==> src/rtl/sorted_vector_serializer_if.sv <==
`default_nettype none
// +----------------------------------------------------------------------+
// | sorted_vector_serializer_if                                          |
// | Word stream out of the serializer: data, valid, ready, last marker.  |
// | Rev 1.0                                                              |
// +----------------------------------------------------------------------+
interface sorted_vector_serializer_if #(
   parameter int NUMBER_WIDTH = 10
) ();
   logic [NUMBER_WIDTH-1:0] data_o;
   logic                    data_valid_o;
   logic                    data_ready_i;
   logic                    data_last_o;

   modport master (
      output data_o,
      output data_valid_o,
      output data_last_o,
      input  data_ready_i
   );

   modport slave (
      input  data_o,
      input  data_valid_o,
      input  data_last_o,
      output data_ready_i
   );
endinterface
`default_nettype wire

==> src/rtl/sorted_vector_serializer.sv <==
`default_nettype none
// +----------------------------------------------------------------------+
// | sorted_vector_serializer                                             |
// | Streams a parallel sorted vector one word per handshake, with an     |
// | active + pending slot. SORTED_VECTOR_SERIALIZER_REVERSE_EN: descend. |
// | Rev 1.0                                                              |
// +----------------------------------------------------------------------+
module sorted_vector_serializer #(
   parameter int NUMBER_WIDTH   = 10,
   parameter int NUMBERS_AMOUNT = 10
) (
   input  wire                                         clk_i,
   input  wire                                         rst_i,
   input  wire [NUMBERS_AMOUNT-1:0][NUMBER_WIDTH-1:0]  data_i,
   input  wire                                         data_valid_i,
   sorted_vector_serializer_if.master                  out_if,
   output logic                                        busy_o,
   output logic                                        overflow_o
);
   localparam int                IDX_W    = $clog2(NUMBERS_AMOUNT);
   localparam logic [IDX_W-1:0]  LAST_IDX = IDX_W'(NUMBERS_AMOUNT - 1);

   typedef logic [NUMBERS_AMOUNT-1:0][NUMBER_WIDTH-1:0] vec_t;

   vec_t                    active_q, active_d;
   vec_t                    pending_q, pending_d;
   logic                    active_valid_q, active_valid_d;
   logic                    pending_valid_q, pending_valid_d;
   logic [IDX_W-1:0]        idx_q, idx_d;
   logic [NUMBER_WIDTH-1:0] data_q, data_d;
   logic                    last_q, last_d;
   logic                    overflow_q, overflow_d;

   logic                    xfer;
   logic                    last_xfer;
   logic [IDX_W-1:0]        sel_idx;

   always_comb begin
      active_d        = active_q;
      pending_d       = pending_q;
      active_valid_d  = active_valid_q;
      pending_valid_d = pending_valid_q;
      idx_d           = idx_q;
      data_d          = data_q;
      last_d          = last_q;
      overflow_d      = overflow_q;
      sel_idx         = '0;

      xfer      = active_valid_q && out_if.data_ready_i;
      last_xfer = xfer && (idx_q == LAST_IDX);

      // Release/refill is resolved first so a same-cycle strobe sees the freed slot.
      if (last_xfer) begin
         idx_d = '0;
         if (pending_valid_q) begin
            active_d        = pending_q;
            pending_valid_d = 1'b0;
         end else begin
            active_valid_d  = 1'b0;
         end
      end else if (xfer) begin
         idx_d = idx_q + 1'b1;
      end

      if (data_valid_i) begin
         if (!active_valid_d) begin
            active_d       = data_i;
            active_valid_d = 1'b1;
            idx_d          = '0;
         end else if (!pending_valid_d) begin
            pending_d       = data_i;
            pending_valid_d = 1'b1;
         end else begin
            overflow_d = 1'b1;
         end
      end

`ifdef SORTED_VECTOR_SERIALIZER_REVERSE_EN
      sel_idx = LAST_IDX - idx_d;
`else
      sel_idx = idx_d;
`endif

      // Output word is registered from next-state so it never follows data_i combinationally.
      if (active_valid_d) begin
         data_d = active_d[sel_idx];
         last_d = (idx_d == LAST_IDX);
      end else begin
         last_d = 1'b0;
      end
   end

   always_ff @(posedge clk_i) begin
      if (rst_i) begin
         active_q        <= '0;
         pending_q       <= '0;
         active_valid_q  <= 1'b0;
         pending_valid_q <= 1'b0;
         idx_q           <= '0;
         data_q          <= '0;
         last_q          <= 1'b0;
         overflow_q      <= 1'b0;
      end else begin
         active_q        <= active_d;
         pending_q       <= pending_d;
         active_valid_q  <= active_valid_d;
         pending_valid_q <= pending_valid_d;
         idx_q           <= idx_d;
         data_q          <= data_d;
         last_q          <= last_d;
         overflow_q      <= overflow_d;
      end
   end

   assign out_if.data_o       = data_q;
   assign out_if.data_valid_o = active_valid_q;
   assign out_if.data_last_o  = last_q;
   assign busy_o              = active_valid_q | pending_valid_q;
   assign overflow_o          = overflow_q;
endmodule
`default_nettype wire

==> src/flat_wrapper.sv <==
// flat-port wrapper written by rule: the top's interface ports become plain ports
module sorted_vector_serializer_flat 
#(
   parameter int NUMBER_WIDTH   = 10,
   parameter int NUMBERS_AMOUNT = 10
)
  (clk_i, rst_i, data_i, data_valid_i, busy_o, overflow_o, out_if_data_o, out_if_data_valid_o, out_if_data_last_o, out_if_data_ready_i);
  sorted_vector_serializer_if #(.NUMBER_WIDTH(NUMBER_WIDTH)) out_if_i ();
  input  wire clk_i;
  input  wire rst_i;
  input  wire [NUMBERS_AMOUNT-1:0][NUMBER_WIDTH-1:0] data_i;
  input  wire data_valid_i;
  output logic busy_o;
  output logic overflow_o;
  output wire logic [$bits(out_if_i.data_o)-1:0] out_if_data_o;
  output wire logic [$bits(out_if_i.data_valid_o)-1:0] out_if_data_valid_o;
  output wire logic [$bits(out_if_i.data_last_o)-1:0] out_if_data_last_o;
  input wire logic [$bits(out_if_i.data_ready_i)-1:0] out_if_data_ready_i;
  assign out_if_data_o = out_if_i.data_o;
  assign out_if_data_valid_o = out_if_i.data_valid_o;
  assign out_if_data_last_o = out_if_i.data_last_o;
  assign out_if_i.data_ready_i = out_if_data_ready_i;
  sorted_vector_serializer #(.NUMBER_WIDTH(NUMBER_WIDTH), .NUMBERS_AMOUNT(NUMBERS_AMOUNT)) u_core (.clk_i(clk_i), .rst_i(rst_i), .data_i(data_i), .data_valid_i(data_valid_i), .out_if(out_if_i), .busy_o(busy_o), .overflow_o(overflow_o));
endmodule
==> config.mk <==
export PLATFORM = sky130hd
export DESIGN_NAME = sorted_vector_serializer_flat
export DESIGN_NICKNAME = d
export VERILOG_FILES = /design/src/rtl/sorted_vector_serializer_if.sv /design/src/rtl/sorted_vector_serializer.sv /design/src/flat_wrapper.sv
export SDC_FILE = /design/constraint.sdc
export NUM_CORES = 1
export LEC_CHECK = 0
export CORE_ASPECT_RATIO = 0.8
export CORE_MARGIN = 1.5
export CORE_UTILIZATION = 47
export CTS_CLUSTER_DIAMETER = 150
export DETAILED_ROUTE_END_ITERATION = 7
export GPL_TIMING_DRIVEN = 0
export PLACE_DENSITY = 0.73
export SYNTH_ARGS = -nofsm -noshare
export SYNTH_HDL_FRONTEND = slang
export SYNTH_SLANG_ARGS = --single-unit
==> constraint.sdc <==
create_clock -name clk_i -period 2.8 [get_ports clk_i]
set_input_delay 0.56 -clock clk_i [delete_from_list [all_inputs] [get_ports clk_i]]
set_output_delay 0.56 -clock clk_i [all_outputs]
set_load 0.01 [all_outputs]
Word level (Yosys, flattened, before mapping):

Cells that the tools add are included.

* bits in registers: 218
* bits of input ports: 104

* add/subtract/negate cells: 1
* magnitude comparators: 1
* eq/ne operators: 2
* muxes and demuxes: 16
* bitwise gates (word level): 3
* reductions and logical operators: 5

Operator list (number)
* two-way mux 100 bit: 4
* binary-select mux 10 bit (select 4 bit): 1
* two-way mux 4 bit: 4
* two-way mux 10 bit: 1
* == test 4 bit (second input constant): 2
* two-way mux 1 bit: 6
* AND reduction 3 bit: 2
* less-than comparator 4 x 5 -> 1 bit (second input constant): 1
* adder 4 x 1 -> 4 bit (second input constant): 1
* logical AND 1 bit: 2
* NOT 1 bit: 2
* OR reduction 2 bit: 1
* bitwise OR 1 bit: 1

Longest topological paths before layout:

Gate-level depths: netlist of the first run.

* word-level depth: 7
* mapped depth: 12

Worst setup path before layout of the first run:

Ideal clock, no wire load.

* path kind: register to register
* from: register u_core.idx_q[1]
* to: register u_core.data_q[4], in the netlist u_core.out_if.data_o[4]
* arrival time: 2.121 ns
* setup slack: 0.548 ns
* cell stages (with the launch flop): 13
* cell sequence: dfxtp_1 -> clkbuf_1 -> inv_1 -> ha_1 -> and3b_1 -> buf_6 -> nand2_4 -> buf_6 -> buf_4 -> mux2i_1 -> nand3_1 -> a32oi_1 -> o21ai_0

* cells in the longest elaborated chain, start to end: 7
* elaborated cells on any way between the ends: 14
* those cells by class: 1 x add/sub; 1 x eq/ne; 11 x mux; 1 x reduce/logical

Ends and longest elaborated chain
* start, declared: line sorted_vector_serializer.sv:29 `logic [IDX_W-1:0] idx_q, idx_d;`
* start signal, assigned: line sorted_vector_serializer.sv:108 `idx_q <= idx_d;`
* adder 4 x 1 -> 4 bit or == test 4 bit (tied branches): line sorted_vector_serializer.sv:62, sorted_vector_serializer.sv:50
* two-way mux 4 bit or logical AND 1 bit (tied branches): line sorted_vector_serializer.sv:61, sorted_vector_serializer.sv:50
* two-way mux 4 bit, or another cell as far along: line sorted_vector_serializer.sv:53 `if (last_xfer) begin`
* two-way mux 4 bit or two-way mux 100 bit (tied branches): line sorted_vector_serializer.sv:66 `if (!active_valid_d) begin`
* two-way mux 4 bit or two-way mux 100 bit (tied branches): line sorted_vector_serializer.sv:65 `if (data_valid_i) begin`
* binary-select mux 10 bit (select 4 bit): line sorted_vector_serializer.sv:86 `data_d = active_d[sel_idx];`
* two-way mux 10 bit (not written as such): line sorted_vector_serializer.sv:86
* end signal, assigned: line sorted_vector_serializer.sv:109 `data_q <= data_d;`
* end, declared: line sorted_vector_serializer.sv:30 `logic [NUMBER_WIDTH-1:0] data_q, data_d;`

Several ways; a longest one is shown, not always the timed one. The select of a mux whose other input is x is not followed.
A chain may end at the register's enable or synchronous reset.

Worst setup path after layout of the first run:

* from: register u_core.idx_q[1]
* to: register u_core.data_q[5], in the netlist u_core.out_if.data_o[5]

Same word-level chain as after synthesis.

==> key figures, run 1 <==
Timing
  – Clk_skew: 8.950 ps
  – Final worst setup slack: 39.57 ps
  – Final hold slack: 454.4 ps
  – F_max: 362.3 MHz
  – Rel. slew slack: 45.80%
  – Measured slew at the worst slew-check pin: 808.6 ps
  – Final setup vio count: 0
  – Tmin final: 2760 ps
  – RSZ-0062 raised after global routing: yes
  – Final Hold Vio Count: 0
  – Final period utilization: 98.59%
  – Setup TNS Final: 0 ps
  – Pins Over Slew Limit: 0

Clock tree
  – Root buf cell: clkbuf_16
  – CTS max path bufs: 3
  – Clock-pin slew on the worst setup and hold paths: 60 ps
  – H-tree levels: 1
  – TritonCTS clock tree: done
  – # hold bufs at CTS: 0
  – CTS buffer count: 22
  – Skew-Pair Late Insertion Delay: 510 ps
  – Sinks on the clock net: 218

Synth
  – Post-synth EDFFs: 0
  – Synth top area share: 44.69%
  – Main combinational cell family by area after synthesis: compound AO/OA/AOI/OAI gates
  – Mapped cell area: 9766 um2
  – Most frequent cell after synthesis: nand2_1
  – Mean Syn Cell Area: 7.972 um2
  – Mux contribution to synthesized area: 4.343%
  – Unique cell type count in the Yosys netlist: 59
  – Synth Flop Type: dfxtp_1
  – Adder-cell share of the synthesized area: 0.2562%
  – Synth Area in Compound Gates: 23.10%
  – Cell taking the most area after synthesis: dfxtp_1
  – Ranking of synthesized cells by area: dfxtp_1, nand2_1, a311oi_1, a21oi_1, nor2_1
  – Commonest cells post-synth: nand2_1, dfxtp_1, a21oi_1
  – Ys async rst share: 0%
  – Synthesized instance count: 1,225
  – Sequential-to-total area share from yosys stat: 44.69%
  – Post-synthesis simple-gate area fraction: 21.68%
  – Synth warn: 0
  – Net Count, Synth: 1,331
  – Post-synthesis xor/xnor area fraction: 0%
  – Seq cells post-synth: 218

Drt
  – Post-route ant nets: 0
  – DRC viols: 0
  – DRT Pass-1 Iters: 7
  – Vias per Instance: 6.088
  – Total Routed Length: 35.17 mm
  – DRT iter0 DRCs: 1,316
  – DR vias: 10,010
  – WL/cell: 21.39 um

Setup path
  – Slowest stage cell, crit path: a2111oi_1
  – Worst Setup End Kind: flip-flop
  – Critical path class: flip-flop to flip-flop
  – Max incr delay on CP: 430 ps
  – Critical Path AT: 3140 ps
  – Worst-path fanout max: 10
  – Buf/Inv on CP: 4
  – WP data required: 3180 ps
  – Startpoint Class: flip-flop
  – Largest delay share family, worst path: compound AO/OA/AOI/OAI gates
  – Cells along the critical path: clkbuf_2 -> inv_1 -> ha_1 -> nand3b_1 -> a21bo_2 -> buf_4 -> clkbuf_4 -> nand2_1 -> a31oi_1 -> a2111oi_1 -> o21ai_0

Global routing
  – First-pass GRT wire length: 53.36 mm
  – Initial antenna violation count: 0
  – Gr ovfl total: 0
  – All-Layer GR Usage: 32.08%
  – Largest net degree at the start of global routing: 14
  – Vias in the first global route: 9,316

Power
  – Leakage: 4.504 nW
  – PD cells: 616.8 nW/um2
  – Total chip power: 7.489 mW
  – VDD IR-drop max: 380.4 uV

Place
  – Place WS: -638.3 ps
  – Final HPWL DP: 25.01 mm
  – Routability cong.: 0.9789
  – PortBufs: 115

Floorplanning
  – Row count: 46
  – Die X: 164.2 um
  – Ports: 118
  – Die Y-Extent: 131.9 um
  – Starting Density: 48.62%
  – DIE AREA: 21,660 um2
  – Core ar.: 20,090 um2

Final layout
  – Fin util: 60.44%
  – Net count, final: 1,472
  – N_diodes: 0
  – Area Growth Syn to Fin: 24.32%
  – Share of layout cells above drive strength 1: 10.80%

Flow run
  – Total of max-cap violations: 0

Run status
  – Status: completed

Hold path
  – Tightest Hold Check Type: flip-flop to flip-flop
## metal layers
layer	wire, um	vias to the layer above	global-route usage [%]
li1	-	4608	-
met1	14990	4696	45.72
met2	14810	600	46.67
met3	3981	105	7.361
met4	1387	0	12.53
met5	0	-	0
## tightest hold or removal path, cell delays in order, from the launching register on
cell and delay, ps:
dfxtp_1 310, nand2_1 50, a21oi_1 50
## stage by stage
stage          cells  instance area [um2]
2_1_floorplan   1225                 9766
3_3_place_gp    1604                11250
3_5_place_dp    1604                11250
4_1_cts         1643                12020
5_1_grt         1644                12140
6_report        1644                12140
## worst paths after layout
| check | endpoint | start | depth (start not counted) | slack, ps |
|---|---|---|---|---|
| max | u_core.out_if.data_o[5] | u_core.idx_q[1] | 11 | 40 |
| min | u_core.pending_q[35] | u_core.pending_q[35] | 2 | 450 |
| max reg2reg | u_core.out_if.data_o[5] | u_core.idx_q[1] | 11 | 40 |
| min reg2reg | u_core.pending_q[35] | u_core.pending_q[35] | 2 | 450 |
## state kept, by name, indices dropped and copies added, names as in the netlist
signal	count
u_core.active_q	100
u_core.idx_q	4
u_core.out_if.data_last_o	1
u_core.out_if.data_o	10
u_core.out_if.data_valid_o	1
u_core.overflow_o	1
u_core.pending_q	100
u_core.pending_valid_q	1
## cell type report
class | instances | area, um2
clock buffers | 34 | 656.9
flip-flops and latches | 218 | 4364
fillers | 1796 | 7946
multi-input cells | 898 | 4928
clock inverters | 4 | 70.07
repair buffers | 118 | 1174
well taps | 264 | 330.3
plain buffers | 107 | 613.1
inverters | 1 | 3.754
## layout by cell type, fill, tap and decap left out, types with 3 or more instances in the layout
cell type and instances:
o31ai_1 7, clkbuf_4 7, clkbuf_1 34, a211oi_1 40
buf_6 11, mux2i_2 6, nor2_1 116, a21oi_1 118
a32oi_1 9, mux2i_1 33, nor2b_1 5, a31oi_1 12
clkbuf_16 23, o2bb2ai_1 4, mux2_2 3, clkdlybuf4s50_1 115
and3_1 5, clkbuf_8 4, o211ai_1 6, a311oi_1 71
nor3_2 3, nand3_1 9, buf_4 13, and3b_1 3
buf_2 50, a21o_1 3, o21ai_0 19, o21a_1 4
nand2_1 357, nor3_1 15, dfxtp_1 218
## repair_timing
action,CTS,global route
setup buffers,1,2
gates resized for setup,12,30
pin swaps,1,1
setup endpoints to repair,111,13
endpoints found under the hold margin,0,0
## power by group
group          internal, mW  switching [mW]
clock                  1.79            1.25
combinational         0.426           0.628
sequential             3.29           0.105
total                  5.51            1.98
## cells by family after synthesis
family,after synthesis
multiplexers,42
buffers and inverters,109
AND/OR/NAND/NOR,527
flip-flops,218
adder cells (fa/ha/maj),2
AO/OA/AOI/OAI,327
Power figures use the tool's default switching activity.
==> run 2, diff against run 1 <==
--- a/config.mk
+++ b/config.mk
@@ -5,6 +5,7 @@
 export SDC_FILE = /design/constraint.sdc
 export NUM_CORES = 1
 export LEC_CHECK = 0
+export ABC_AREA = 0
 export CORE_ASPECT_RATIO = 0.8
 export CORE_MARGIN = 1.5
 export CORE_UTILIZATION = 47
==> results of run 2 <==
No change in the layout: final DEF, timing and power equal those of run 1.
==> run 3, diff against run 2 <==
--- a/config.mk
+++ b/config.mk
@@ -16,3 +16,4 @@
 export SYNTH_ARGS = -nofsm -noshare
 export SYNTH_HDL_FRONTEND = slang
 export SYNTH_SLANG_ARGS = --single-unit
+export TNS_END_PERCENT = 20
==> constraint.sdc (replaced) <==
create_clock -name clk_i -period 3.05 [get_ports clk_i]
set_input_delay 0.61 -clock clk_i [delete_from_list [all_inputs] [get_ports clk_i]]
set_output_delay 0.61 -clock clk_i [all_outputs]
set_load 0.01 [all_outputs]
==> run 3 against run 2 <==
  * Design area shrank 1.2%
  * Cell count is essentially flat
  * Flip-flop and latch count is the same
  * Critical path depth is the same
  * Combinational power shrank 9.6%
  * Count of clock-buffer cells in the layout is the same
  * Critical path type unchanged
  * Largest power group unchanged
==> key figures, run 3 (synthesis gave the netlist of run 1 again) <==
Setup path
  – Register-to-register setup slack: 70 ps (+30 ps)
  – Worst Setup End Kind: flip-flop
  – Worst Setup SP: u_core.idx_q[1]
  – Crit Reg-Reg Startpoint: u_core.idx_q[1]
  – CP most frequent cell: clkbuf_2
  – Slowest stage cell, crit path: nor3_2
  – R2r endpoint: u_core.out_if.data_o[7]
  – Worst setup endpoint: u_core.out_if.data_o[7]
  – FF-to-FF path depth: 11 (unchanged)
  – Critical path class: flip-flop to flip-flop
  – WP data required: 3430 ps (+250 ps)
  – Worst-path fanout max: 10 (unchanged)
  – Buf/Inv on CP: 4 (unchanged)
  – Worst path depth: 11 (unchanged)
  – Critical Path AT: 3360 ps (+220 ps)
  – Max incr delay on CP: 400 ps (-30 ps)
  – Cells along the critical path: clkbuf_2 -> inv_1 -> ha_1 -> and3b_1 -> buf_1 -> nor2_1 -> nand2_1 -> clkbuf_2 -> o21ai_0 -> nor3_2 -> o31ai_1
  – Largest delay share family, worst path: simple AND/OR/NAND/NOR gates
  – Startpoint Class: flip-flop

Place
  – Placed insts: 1,604 (unchanged)
  – PortBufs: 115 (unchanged)
  – Routability cong.: 0.9789 (unchanged)
  – Placed Area: 11,250 um2 (unchanged)
  – Final HPWL DP: 25.01 mm (unchanged)

Timing
  – Final setup vio count: 0 (unchanged)
  – Pins Over Slew Limit: 0 (unchanged)
  – Final Hold Vio Count: 0 (unchanged)
  – F_max: 335.3 MHz (-7.5%)
  – Measured slew at the worst slew-check pin: 1134 ps (+325.2 ps)
  – Rel. slew slack: 24.06% (-22 points)
  – RSZ-0062 raised after global routing: no
  – Clk_skew: 7.613 ps (-1.338 ps)
  – Final period utilization: 97.79% (-0.79 points)
  – Setup TNS Final: 0 ps (unchanged)
  – Tmin final: 2983 ps (+222.3 ps)

Drt
  – Total Routed Length: 35.02 mm (-0.44%)
  – DRT iter0 DRCs: 1,237 (-6.0%)
  – Vias per Instance: 6.092 (about the same)
  – DR vias: 10,010 (unchanged)
  – Post-route ant nets: 0 (unchanged)
  – DRT Pass-1 Iters: 5 (-2)
  – DRC viols: 0 (unchanged)
  – WL/cell: 21.31 um (-0.37%)

Floorplanning
  – Ports: 118 (unchanged)
  – DIE AREA: 21,660 um2 (unchanged)
  – Row count: 46 (unchanged)
  – Die Y-Extent: 131.9 um (unchanged)
  – Core ar.: 20,090 um2 (unchanged)
  – Die X: 164.2 um (unchanged)
  – Starting Density: 48.62% (unchanged)

Global routing
  – First-pass GRT wire length: 53.27 mm (-0.17%)
  – Gr ovfl total: 0 (unchanged)
  – Vias in the first global route: 9,323 (+0.075%)
  – Initial antenna violation count: 0 (unchanged)
  – Busiest grt layer: met2
  – Routing usage on met1: 45.78% (+0.059 points)
  – GRT met2 Usage: 46.46% (-0.21 points)
  – All-Layer GR Usage: 32.05% (-0.033 points)
  – Largest net degree at the start of global routing: 14 (unchanged)
  – Grt met3 use: 7.109% (-0.25 points)

Flow run
  – Total of max-cap violations: 0 (unchanged)

Clock tree
  – CTS buffer count: 22 (unchanged)
  – TritonCTS clock tree: done
  – CTS max path bufs: 3 (unchanged)
  – Skew-Pair Late Insertion Delay: 510 ps (about the same)
  – Clock-pin slew on the worst setup and hold paths: 60 ps (about the same)
  – H-tree levels: 1 (unchanged)
  – Sinks on the clock net: 218 (unchanged)
  – Root buf cell: clkbuf_16

Final layout
  – Commonest non-fill, non-tap cell in the layout: nand2_1
  – Share of layout cells above drive strength 1: 9.645% (-1.2 points)
  – Net count, final: 1,471 (-0.068%)
  – Fin util: 59.74% (-0.70 points)
  – Area Growth Syn to Fin: 22.87%
  – N_diodes: 0 (unchanged)
  – Post-route insts no fill: 1,643 (-0.061%)
  – Fin area: 12,000 um2 (-1.2%)
  – Commonest cells after routing, fill and taps aside: nand2_1, dfxtp_1, a21oi_1, nor2_1, clkdlybuf4s50_1

Power
  – Total chip power: 6.863 mW (-8.4%)
  – PD cells: 572.0 nW/um2 (-7.3%)
  – VDD IR-drop max: 348.5 uV (-8.4%)
  – Leakage: 4.503 nW (about the same)

Hold path
  – Tightest Hold Check Type: flip-flop to flip-flop

Run status
  – Status: completed
[run 3: cell types whose count changed in the layout (fill, tap and decap cells not counted), sizes merged]
cell    change
clkbuf      -6
buf         +5
[run 3: worst reg2reg max path, delay by kind of cell (launching register included)]
family | cells | cell delay (ps)
compound gates | 2 | 370
fa+ha+maj | 1 | 290
buf+inv | 4 | 900
simple gates | 4 | 910
flops | 1 | 380
[run 3: worst min path at each step]
stage / from / endpoint / slack, ps / cells after the start
2_1_floorplan: u_core.pending_q[47] / u_core.pending_q[47] / 430 / 2
3_5_place_dp: u_core.pending_q[61] / u_core.pending_q[61] / 450 / 2
6_report: u_core.pending_q[62] / u_core.pending_q[62] / 450 / 2
5_1_grt: u_core.pending_q[24] / u_core.pending_q[24] / 470 / 2
3_3_place_gp: u_core.pending_q[1] / u_core.pending_q[1] / 440 / 2
4_1_cts: u_core.pending_q[64] / u_core.pending_q[64] / 460 / 2
[run 3: repair_timing]
action	in CTS	in global routing
endpoints found under the setup margin	6	15
cloned	0	0
hold buffers	0	0
gates resized for setup	3	7
setup buffers	1	0
pin swaps	1	0
[run 3: cell type report]
class / instances / area (um2)
Clock buffer: 34 / 656.9
Fill cell: 1817 / 8088
Inverter: 1 / 3.754
Buffer: 108 / 580.6
Timing Repair Buffer: 116 / 1159
Clock inverter: 4 / 70.07
Sequential cell: 218 / 4364
Tap cell: 264 / 330.3
Multi-Input combinational cell: 898 / 4835
[run 3: per-layer routing]
metal	up-vias	part of all wire (%)
met5	-	0
met4	0	4.4
met3	118	11
met1	4650	43
li1	4588	-
met2	653	42
[run 3: power breakdown]
group          total [mW]  internal, mW  switching (mW)
combinational       0.949         0.382           0.567
sequential           3.12          3.02          0.0953
clock                2.80          1.64            1.15
total                6.86          5.05            1.81
[run 3: metrics by stage]
stage	setup slack, ps	hold WS, ps
after global routing	25.50	472.2
final	67.26	454.6
after CTS	21.58	455.7
after floorplan	797.9	431.9
after global placement	-447.4	442.3
after detailed placement	-438.3	446.9
